[src/rtl/activation_inverse_if.sv]
// ---------------------------------------------------------------------------
// activation_inverse_if
//
// Bundles the table-write port, the request handshake and the response
// handshake of activation_inverse.
//
//   wr_en / wr_addr / wr_data   table write strobe, entry index 0..16, value
//   req_valid / req_ready       request handshake, a_value is the operand
//   rsp_valid / rsp_ready       response handshake
//   z_value                     recovered pre-activation value (signed)
//   rsp_clamp                   operand fell outside the table range
//
// Modports:
//   master - the side issuing requests and table writes
//   slave  - the activation_inverse block
// ---------------------------------------------------------------------------
interface activation_inverse_if;
    logic              wr_en;
    logic [4:0]        wr_addr;
    logic signed [7:0] wr_data;

    logic              req_valid;
    logic              req_ready;
    logic signed [7:0] a_value;

    logic              rsp_valid;
    logic              rsp_ready;
    logic signed [7:0] z_value;
    logic              rsp_clamp;

    modport master (
        output wr_en, wr_addr, wr_data,
        output req_valid, a_value,
        output rsp_ready,
        input  req_ready, rsp_valid, z_value, rsp_clamp
    );

    modport slave (
        input  wr_en, wr_addr, wr_data,
        input  req_valid, a_value,
        input  rsp_ready,
        output req_ready, rsp_valid, z_value, rsp_clamp
    );
endinterface

[src/rtl/activation_inverse.sv]
// ---------------------------------------------------------------------------
// activation_inverse
//
// Inverts a monotonic activation function given as a 17-point piecewise-
// linear table. Entry T[s] is the activation at z = s*16-128 (s = 0..15),
// T[16] is the activation at z = +127. For an activation value a the block
// finds the segment s with T[s] <= a < T[s+1] by a 4-step binary search,
// then interpolates the 4-bit fraction inside the segment with a 4-step
// restoring divider. Operands outside [T[0], T[16]) saturate to -128/+127
// and raise rsp_clamp.
//
// Ports:
//   clk  - single clock, rising edge
//   rst  - asynchronous, active-low reset (aborts any operation and
//          restores the identity table)
//   bus  - activation_inverse_if.slave (table writes, request, response)
//
// Timing (edges counted from the accept edge):
//   normal path : 1 range check + 4 search + 4 divide -> rsp_valid at 9
//   clamp path  : 1 range check + 1 hand-off          -> rsp_valid at 2
// ---------------------------------------------------------------------------
module activation_inverse (
    input  logic                  clk,
    input  logic                  rst,
    activation_inverse_if.slave   bus
);

    typedef enum logic [1:0] {
        IDLE    = 2'd0,
        SEARCH  = 2'd1,
        DIVIDE  = 2'd2,
        RESPOND = 2'd3
    } state_t;

    state_t            state;
    state_t            state_nxt;

    // Breakpoint table and working registers.
    logic signed [7:0] tbl [0:16];
    logic signed [7:0] a_reg;
    logic [3:0]        s_idx;
    logic [3:0]        quot;
    logic [9:0]        rem;
    logic [2:0]        step;
    logic              clamp_hit;
    logic signed [7:0] z_reg;
    logic              clamp_reg;

    // Segment index and 4-bit fraction map onto z = s*16 - 128 + frac.
    // s*16 + frac is simply {s, frac}; subtracting 128 flips its MSB.
    function automatic logic signed [7:0] seg_to_z(input logic [3:0] seg,
                                                   input logic [3:0] frac);
        return $signed({~seg[3], seg[2:0], frac});
    endfunction

    // ---------------------------------------------------------------------
    // Search datapath
    // ---------------------------------------------------------------------
    logic [1:0]        bit_idx;
    logic [3:0]        trial;
    logic signed [7:0] t_trial;
    logic              trial_hit;
    logic [3:0]        s_srch;
    logic signed [7:0] t_first;
    logic signed [7:0] t_last;
    logic              below_range;
    logic              above_range;
    logic signed [7:0] t_seg;
    logic signed [8:0] num_diff;

    always_comb begin
        // Search step 1..4 tests bit 3..0 of the segment index.
        bit_idx     = 2'(3'd4 - step);
        trial       = s_idx | (4'd1 << bit_idx);
        t_trial     = tbl[{1'b0, trial}];
        trial_hit   = (t_trial <= a_reg);
        s_srch      = trial_hit ? trial : s_idx;

        t_first     = tbl[0];
        t_last      = tbl[16];
        below_range = (a_reg < t_first);
        above_range = (a_reg >= t_last);

        // Numerator seeded from the segment the final search step settles on.
        t_seg       = tbl[{1'b0, s_srch}];
        num_diff    = {a_reg[7], a_reg} - {t_seg[7], t_seg};
    end

    // ---------------------------------------------------------------------
    // Divide datapath
    // ---------------------------------------------------------------------
    logic [4:0]        idx_hi;
    logic signed [7:0] t_lo;
    logic signed [7:0] t_hi;
    logic signed [8:0] den_diff;
    logic [9:0]        den_ext;
    logic [9:0]        rem_sh;
    logic              qbit;
    logic [9:0]        rem_nxt;
    logic [3:0]        quot_nxt;

    always_comb begin
        idx_hi   = {1'b0, s_idx} + 5'd1;
        t_lo     = tbl[{1'b0, s_idx}];
        t_hi     = tbl[idx_hi];
        // Non-negative for a monotonic table; at least 1 whenever the
        // operand lies strictly inside the table range.
        den_diff = {t_hi[7], t_hi} - {t_lo[7], t_lo};
        den_ext  = {1'b0, den_diff};

        // Remainder stays below the denominator (< 256), so the shifted
        // value fits 10 bits.
        rem_sh   = rem << 1;
        qbit     = (rem_sh >= den_ext);
        rem_nxt  = qbit ? (rem_sh - den_ext) : rem_sh;
        quot_nxt = {quot[2:0], qbit};
    end

    // ---------------------------------------------------------------------
    // FSM state register
    // ---------------------------------------------------------------------
    always_ff @(posedge clk or negedge rst) begin
        if (!rst) begin
            state <= IDLE;
        end else begin
            state <= state_nxt;
        end
    end

    // ---------------------------------------------------------------------
    // FSM next state and handshake outputs
    // ---------------------------------------------------------------------
    always_comb begin
        state_nxt     = state;
        bus.req_ready = 1'b0;
        bus.rsp_valid = 1'b0;

        unique case (state)
            IDLE: begin
                bus.req_ready = 1'b1;
                if (bus.req_valid) begin
                    state_nxt = SEARCH;
                end
            end

            SEARCH: begin
                // Step 0 is the range check. A clamped operand spends one
                // more cycle here before the response is presented.
                if (step != 3'd0) begin
                    if (clamp_hit) begin
                        state_nxt = RESPOND;
                    end else if (step == 3'd4) begin
                        state_nxt = DIVIDE;
                    end
                end
            end

            DIVIDE: begin
                if (step == 3'd3) begin
                    state_nxt = RESPOND;
                end
            end

            RESPOND: begin
                bus.rsp_valid = 1'b1;
                // Returning to IDLE first keeps a new request from being
                // accepted on the same edge that consumes this response.
                if (bus.rsp_ready) begin
                    state_nxt = IDLE;
                end
            end

            default: begin
                state_nxt = IDLE;
            end
        endcase
    end

    // ---------------------------------------------------------------------
    // Table and datapath registers
    // ---------------------------------------------------------------------
    always_ff @(posedge clk or negedge rst) begin
        if (!rst) begin
            // Identity table: T[s] = s*16-128, T[16] = 127.
            for (int i = 0; i < 16; i++) begin
                tbl[i] <= 8'(i * 16 - 128);
            end
            tbl[16]   <= 8'sh7F;
            a_reg     <= '0;
            s_idx     <= '0;
            quot      <= '0;
            rem       <= '0;
            step      <= '0;
            clamp_hit <= 1'b0;
            z_reg     <= '0;
            clamp_reg <= 1'b0;
        end else begin
            unique case (state)
                IDLE: begin
                    if (bus.wr_en && (bus.wr_addr <= 5'd16)) begin
                        tbl[bus.wr_addr] <= bus.wr_data;
                    end
                    if (bus.req_valid) begin
                        a_reg     <= bus.a_value;
                        s_idx     <= '0;
                        quot      <= '0;
                        step      <= '0;
                        clamp_hit <= 1'b0;
                    end
                end

                SEARCH: begin
                    if (step == 3'd0) begin
                        if (below_range) begin
                            z_reg     <= 8'sh80;
                            clamp_reg <= 1'b1;
                            clamp_hit <= 1'b1;
                        end else if (above_range) begin
                            z_reg     <= 8'sh7F;
                            clamp_reg <= 1'b1;
                            clamp_hit <= 1'b1;
                        end
                        step <= 3'd1;
                    end else if (!clamp_hit) begin
                        s_idx <= s_srch;
                        if (step == 3'd4) begin
                            rem  <= {1'b0, num_diff};
                            step <= '0;
                        end else begin
                            step <= step + 3'd1;
                        end
                    end
                end

                DIVIDE: begin
                    rem  <= rem_nxt;
                    quot <= quot_nxt;
                    if (step == 3'd3) begin
                        z_reg     <= seg_to_z(s_idx, quot_nxt);
                        clamp_reg <= 1'b0;
                        step      <= '0;
                    end else begin
                        step <= step + 3'd1;
                    end
                end

                RESPOND: begin
                    // Result registers hold until the response is consumed.
                end

                default: begin
                end
            endcase
        end
    end

    assign bus.z_value   = z_reg;
    assign bus.rsp_clamp = clamp_reg;

endmodule

[src/flat_wrapper.sv]
// flat-port wrapper written by rule: the top's interface ports become plain ports
module activation_inverse_flat 
  (clk, rst, bus_wr_en, bus_wr_addr, bus_wr_data, bus_req_valid, bus_a_value, bus_rsp_ready, bus_req_ready, bus_rsp_valid, bus_z_value, bus_rsp_clamp);
  activation_inverse_if bus_i ();
  input  logic clk;
  input  logic rst;
  input wire logic [$bits(bus_i.wr_en)-1:0] bus_wr_en;
  input wire logic [$bits(bus_i.wr_addr)-1:0] bus_wr_addr;
  input wire logic [$bits(bus_i.wr_data)-1:0] bus_wr_data;
  input wire logic [$bits(bus_i.req_valid)-1:0] bus_req_valid;
  input wire logic [$bits(bus_i.a_value)-1:0] bus_a_value;
  input wire logic [$bits(bus_i.rsp_ready)-1:0] bus_rsp_ready;
  output wire logic [$bits(bus_i.req_ready)-1:0] bus_req_ready;
  output wire logic [$bits(bus_i.rsp_valid)-1:0] bus_rsp_valid;
  output wire logic [$bits(bus_i.z_value)-1:0] bus_z_value;
  output wire logic [$bits(bus_i.rsp_clamp)-1:0] bus_rsp_clamp;
  assign bus_i.wr_en = bus_wr_en;
  assign bus_i.wr_addr = bus_wr_addr;
  assign bus_i.wr_data = bus_wr_data;
  assign bus_i.req_valid = bus_req_valid;
  assign bus_i.a_value = bus_a_value;
  assign bus_i.rsp_ready = bus_rsp_ready;
  assign bus_req_ready = bus_i.req_ready;
  assign bus_rsp_valid = bus_i.rsp_valid;
  assign bus_z_value = bus_i.z_value;
  assign bus_rsp_clamp = bus_i.rsp_clamp;
  activation_inverse u_core (.clk(clk), .rst(rst), .bus(bus_i));
endmodule
[config.mk]
export PLATFORM = sky130hd
export DESIGN_NAME = activation_inverse_flat
export DESIGN_NICKNAME = d
export VERILOG_FILES = /design/src/rtl/activation_inverse_if.sv /design/src/rtl/activation_inverse.sv /design/src/flat_wrapper.sv
export SDC_FILE = /design/constraint.sdc
export NUM_CORES = 1
export LEC_CHECK = 0
export ABC_AREA = 1
export BUFFER_PORTS_ARGS = -buffer_cell sky130_fd_sc_hd__buf_4
export CAP_MARGIN = 20
export CORE_MARGIN = 8
export CORE_UTILIZATION = 49
export CTS_BUF_LIST = sky130_fd_sc_hd__clkbuf_8
export CTS_CLUSTER_DIAMETER = 200
export DETAILED_ROUTE_END_ITERATION = 7
export PLACE_DENSITY = 0.65
export SETUP_SLACK_MARGIN = 0.2
export SLEW_MARGIN = 20
export SYNTH_ARGS = -nofsm -noshare
export SYNTH_HDL_FRONTEND = slang
export SYNTH_SLANG_ARGS = --single-unit
[constraint.sdc]
create_clock -name clk -period 6.7 [get_ports clk]
set_clock_uncertainty 0.15 [all_clocks]
set_input_delay 0 -clock clk [delete_from_list [all_inputs] [get_ports clk]]
set_output_delay 0 -clock clk [all_outputs]
set_load 0.02 [all_outputs]
-- After elaboration in Yosys (flattened, before gate mapping)
Cells that the tools add are included.
- flip-flop bits (word level): 175
- output and inout bits: 11
- word-level logic and storage cells: 138
- reductions and logical operators: 18
- shift operators: 1
- magnitude comparators: 11
- bitwise operators: 7
- equal/unequal tests: 16
- add/sub/neg operators: 6
- multiplexer cells: 53
- operator list (cell ; number):
    binary-select mux 8 bit (select 5 bit) ; 4
    bitwise mux 136 bit ; 1
    two-way mux 8 bit ; 13
    demux 8 bit (select 5 bit) ; 1
    two-way mux 9 bit ; 4
    greater-or-equal comparator 6 bit (second input constant) ; 5
    inverter 4 -> 6 bit ; 3
    case mux 9 bit (2 select lines) ; 1
    subtractor 8 x 8 -> 9 bit ; 2
    two-way mux 4 bit ; 4
    case mux 8 bit (2 select lines) ; 1
    AND reduction 4 bit ; 4
    two-way mux 3 bit ; 5
    two-way mux 2 bit ; 6
    inverter 5 -> 6 bit ; 2
    greater-or-equal comparator 10 x 9 -> 1 bit ; 1
    case mux 3 bit (3 select lines) ; 1
    subtractor 9 bit ; 1
    greater-or-equal comparator 8 bit ; 1
    less-or-equal comparator 8 bit ; 1
    < comparator 8 bit ; 1
    != test 2 x 1 -> 1 bit (second input constant) ; 4
    != test 2 bit (second input constant) ; 4
    case mux 2 bit (4 select lines) ; 1
    26 further kinds ; 41

-- Longest topological paths before layout
- word-level depth: 18
- depth in mapped cells: 44
- depth with buffers taken out: 40

-- Worst setup path before layout
Ideal clock, no wire load.
- kind: reg-to-reg
- start: register u_core.step[0]
- end: register u_core.rem[8]
- data arrival time: 4713 ps
- library setup time: 117 ps
- cell stages (with the launch flop): 39
- slack: 1720 ps
- cell sequence: dfrtp_1 inv_1 ha_1 clkbuf_1 nor2_4 inv_2 buf_2 buf_2 a21oi_1 o21ai_0 nand3_1 nand3_1 nand2_1 inv_1 ha_1 a21o_1 nor2_2 nand2_1 [... 3 more ...] buf_2 nand3_1 nand3_1 nand3_1 nand2_1 inv_1 ha_1 fa_1 o21ai_0 nand2_1 nand2_1 a21oi_1 nor2_1 o31ai_1 nand2_1 o21ai_0 nand2_1 nand2_1
- longest elaborated chain between the ends: 18
- elaborated cells between the ends (all ways): 23
- RTL lines (what ; RTL line ; source):
    from (decl) ; activation_inverse.sv:44 ; logic [2:0] step;
    from (signal assigned) ; activation_inverse.sv:230 ; step <= step + 3'd1;
    from (signal assigned) ; activation_inverse.sv:243 ; step <= step + 3'd1;
    subtractor 1 x 2 -> 2 bit ; activation_inverse.sv:73 ; bit_idx = 2'(3'd4 - step);
    left shift 1 x 2 -> 4 bit ; activation_inverse.sv:74 ; trial = s_idx | (4'd1 << bit_idx);
    bitwise OR 4 bit ; activation_inverse.sv:74 ;
    inverter 4 -> 6 bit (not written as such) ; activation_inverse.sv:75 ; t_trial = tbl[{1'b0, trial}];
    binary-select mux 8 bit (select 5 bit) ; activation_inverse.sv:75 ;
    two-way mux 8 bit (not written as such) (2 in series) ; activation_inverse.sv:75 ;
    less-or-equal comparator 8 bit ; activation_inverse.sv:76 ; trial_hit = (t_trial <= a_reg);
    two-way mux 4 bit ; activation_inverse.sv:77 ; s_srch = trial_hit ? trial : s_idx;
    inverter 4 -> 6 bit (not written as such) ; activation_inverse.sv:85 ; t_seg = tbl[{1'b0, s_srch}];
    binary-select mux 8 bit (select 5 bit) ; activation_inverse.sv:85 ;
    two-way mux 8 bit (not written as such) (2 in series) ; activation_inverse.sv:85 ;
    subtractor 8 x 8 -> 9 bit ; activation_inverse.sv:86 ; num_diff = {a_reg[7], a_reg} - {t_seg[7], t_seg};
    two-way mux 9 bit ; activation_inverse.sv:226 ; if (step == 3'd4) begin
    two-way mux 9 bit ; activation_inverse.sv:224 ; end else if (!clamp_hit) begin
    two-way mux 9 bit ; activation_inverse.sv:213 ; if (step == 3'd0) begin
    case mux 9 bit (2 select lines) ; activation_inverse.sv:198 ; unique case (state)
    to (signal assigned) ; activation_inverse.sv:227 ; rem <= {1'b0, num_diff};
    to (signal assigned) ; activation_inverse.sv:236 ; rem <= rem_nxt;
    to (decl) ; activation_inverse.sv:43 ; logic [9:0] rem;
Several ways; a longest one is shown, not always the timed one. The select of a mux whose other input is x is not followed.
A chain may end at the register's enable or synchronous reset.

-- Worst setup path in the final report
Same ends and word-level chain as after synthesis.

==> impl_metrics.yaml <==
run:
  drv_cap: 0
clock_network:
  clkSlewWorstSetupHoldPaths_ps: 110
  cts_tree: "done"
  cts-htree-levels: 4
  clockRootBuffer: "clkbuf_8"
  cts_made_buffers: 17
  cts_num_sinks: 175
  cts_max_path_buffers: 2
  clock_latency_ps: 500
placed_design:
  place_area_mm2: 0.01391
  dp_hpwl_um: 36410
  port_buffers: 36
  finalWeightedCongestion: 1.024
critical_path:
  worst_path_most_repeated_cell: "nand2_1"
  cp_max_fo: 58
  critical_path_arrival_ps: 6270
  r2r_slack_ps: 690
  crit_path_start_kind: "register"
  crit_slowest_cell: "dfrtp_1"
  reg2reg_depth: 37
  cp.required_ps: 6960
  rr_startpoint: "u_core.step[0]"
  r2r_end: "u_core.rem[8]"
  crit_type: "register to register"
  cpPeakStageDelay_ps: 430
  cp-end-kind: "register"
routing:
  vias: 14441
  drt-initial-drc-count: 2114
  drc: 0
  viasPerCell: 6.235
  drtAntennaViolNets: 0
  wl_per_cell_um: 22.67
  routed_wl_um: 52500
  firstDrtPassIters: 6
layout:
  area_delta_synth_final_pct: 9.549
  multiInputGateArea_mm2: 0.007691
  largest_reg_flops: 120
  nets: 2051
  fillCellCount: 2655
  final_cell_mix: "370 x nand2_1, 340 x o21ai_0, 263 x nand3_1"
  regArea_mm2: 0.004432
  n_antenna_cell: 0
  reg_top3: "u_core.tbl: 120 flops, u_core.rem: 9 flops"
  largest-register: "u_core.tbl"
  fin_area_mm2: 0.01477
  final_common_cell: "nand2_1"
  drive_gt1_share_pct: 9.570
yosys:
  ys_ff_latch: 175
  syn-num-nets: 2045
  synth_edf_count: 0
  ys_seq_area_share_pct: 32.84
  synth-async-reset-ratio_pct: 100.0
  synthCells: 1956
  synth_area_per_cell_um2: 6.893
  syn-cell-area_mm2: 0.01348
  yosys_warnings: 0
  synthDistinctLibCells: 56
  ys.flop_type: "dfrtp_1"
grt:
  grt_usage_pct: 31.29
  grt_pass1_vias: 13434
  grt_pass1_wl_um: 80060
  grt_max_degree: 113
  grt_antenna_before_repair: 0
  grt_remaining_overflow: 0
floorplan:
  die_w_um: 181.9
  die-area_mm2: 0.03308
  core-area_mm2: 0.02703
  row_count: 60
  die_h_um: 181.9
  ios: 37
  initial_core_util_pct: 49.89
min_path:
  worstHoldStart: "bus_wr_addr[2]"
  min_to: "u_core.tbl[79]"
  hold_path.class: "input pin to register"
  hold_depth: 5
timing:
  hold_viol: 0
  slew_headroom_pct: 31.26
  period_share_pct: 89.77
  worst_pin_slew_ps: 1030
  setup_violations: 0
  period_needed_ps: 6014
  drv_slew: 0
  fin_setup_tns_ps: 0
  rsz0062_at_grt: "false"
  fmax_mhz: 166.3
  whs_ps: 35.77
run_status:
  outcome: "completed"
worst max-delay path by stage:
| stage | start | to | slack [ps] |
|---|---|---|---|
| floorplan | u_core.step[0] | u_core.rem[8] | 1720 |
| global placement | u_core.step[0] | u_core.rem[8] | 700 |
| detailed placement | u_core.step[0] | u_core.rem[8] | 590 |
| CTS | u_core.step[0] | u_core.rem[8] | 550 |
| global route | u_core.step[0] | u_core.rem[8] | 220 |
| finish | u_core.step[0] | u_core.rem[8] | 690 |
metrics by stage:
step | setup slack, ps | util (%) | cells
2_1_floorplan | 1720 | - | 1956
3_5_place_dp | 590.0 | 51.48 | 2242
3_3_place_gp | 698.9 | 51.48 | 2242
4_1_cts | 545.7 | 54.55 | 2315
5_1_grt | 222.4 | 54.65 | 2316
6_report | 685.6 | 54.65 | 2316
cell type report:
type	instances	area share (%)
tap	341	2.889
inverter	211	5.421
sequential	175	30.00
timing repair buffer	115	6.777
multi-input combinational	1442	52.07
clock inverter	12	0.9742
clock buffer	20	1.864
cells in the mapped netlist (2+ instances only):
cell	instances	area [µm²]
nand3_1	263	1316
a31oi_1	4	25.02
o211ai_1	24	180.2
xor2_2	2	32.53
o21ai_1	6	30.03
xor2_1	11	96.34
a32o_1	7	70.07
buf_1	8	30.03
nand4_1	7	43.79
o221ai_1	16	140.1
dfrtp_1	136	3403
inv_1	200	750.7
buf_4	10	75.07
nand3b_1	2	15.01
o21ai_0	341	1707
o2111ai_1	5	43.79
nand2_4	2	22.52
a21boi_0	4	30.03
ha_1	60	750.7
buf_2	50	250.2
nor3_1	5	25.02
nor2_2	9	56.30
nand3_2	5	50.05
fa_1	3	60.06
nor2_1	48	180.2
o21a_1	5	37.54
clkinv_1	3	11.26
a211oi_1	2	15.01
nor2_4	5	56.30
clkbuf_1	60	225.2
xnor2_1	3	26.28
nand2_1	370	1389
a21oi_1	197	986.0
dfstp_2	39	1025
o31ai_1	2	15.01
o22ai_1	10	62.56
nand2_2	5	31.28
a22oi_1	2	15.01
a31o_2	2	17.52
inv_2	7	26.28
layer usage:
metal	track usage, %	vias up	wire length, µm
li1	-	6696	-
met1	41.30	6767	22010
met2	48.26	807	23130
met3	5.349	171	4631
met4	16.99	0	2728
met5	0	-	0
what timing repair did:
action / in CTS / in global routing
endpoints found under the setup margin: 0 / 6
buffers inserted: 0 / 0
endpoints found under the hold margin: 259 / 0
hold buffers: 41 / 0
gates resized for setup: 0 / 4
cells by family after synthesis:
group | Yosys count | share of synthesized area, %
compound gates | 635 | 25.57
flops | 175 | 32.84
xor+xnor | 17 | 1.271
simple gates | 725 | 23.95
fa+ha+maj | 63 | 6.013
buf+inv | 340 | 10.28
mux | 1 | 0.07424
worst max-delay path: cells and delay by family, from the launching register on:
family,cells,cell delay [ps]
AO/OA/AOI/OAI,7,1010
adder cells (fa/ha/maj),4,1160
buffers and inverters,5,1120
AND/OR/NAND/NOR,21,1980
flip-flops,1,430
Power is not shown: default switching activity piles up to over one toggle a cycle in this logic, so the estimate is an artifact.
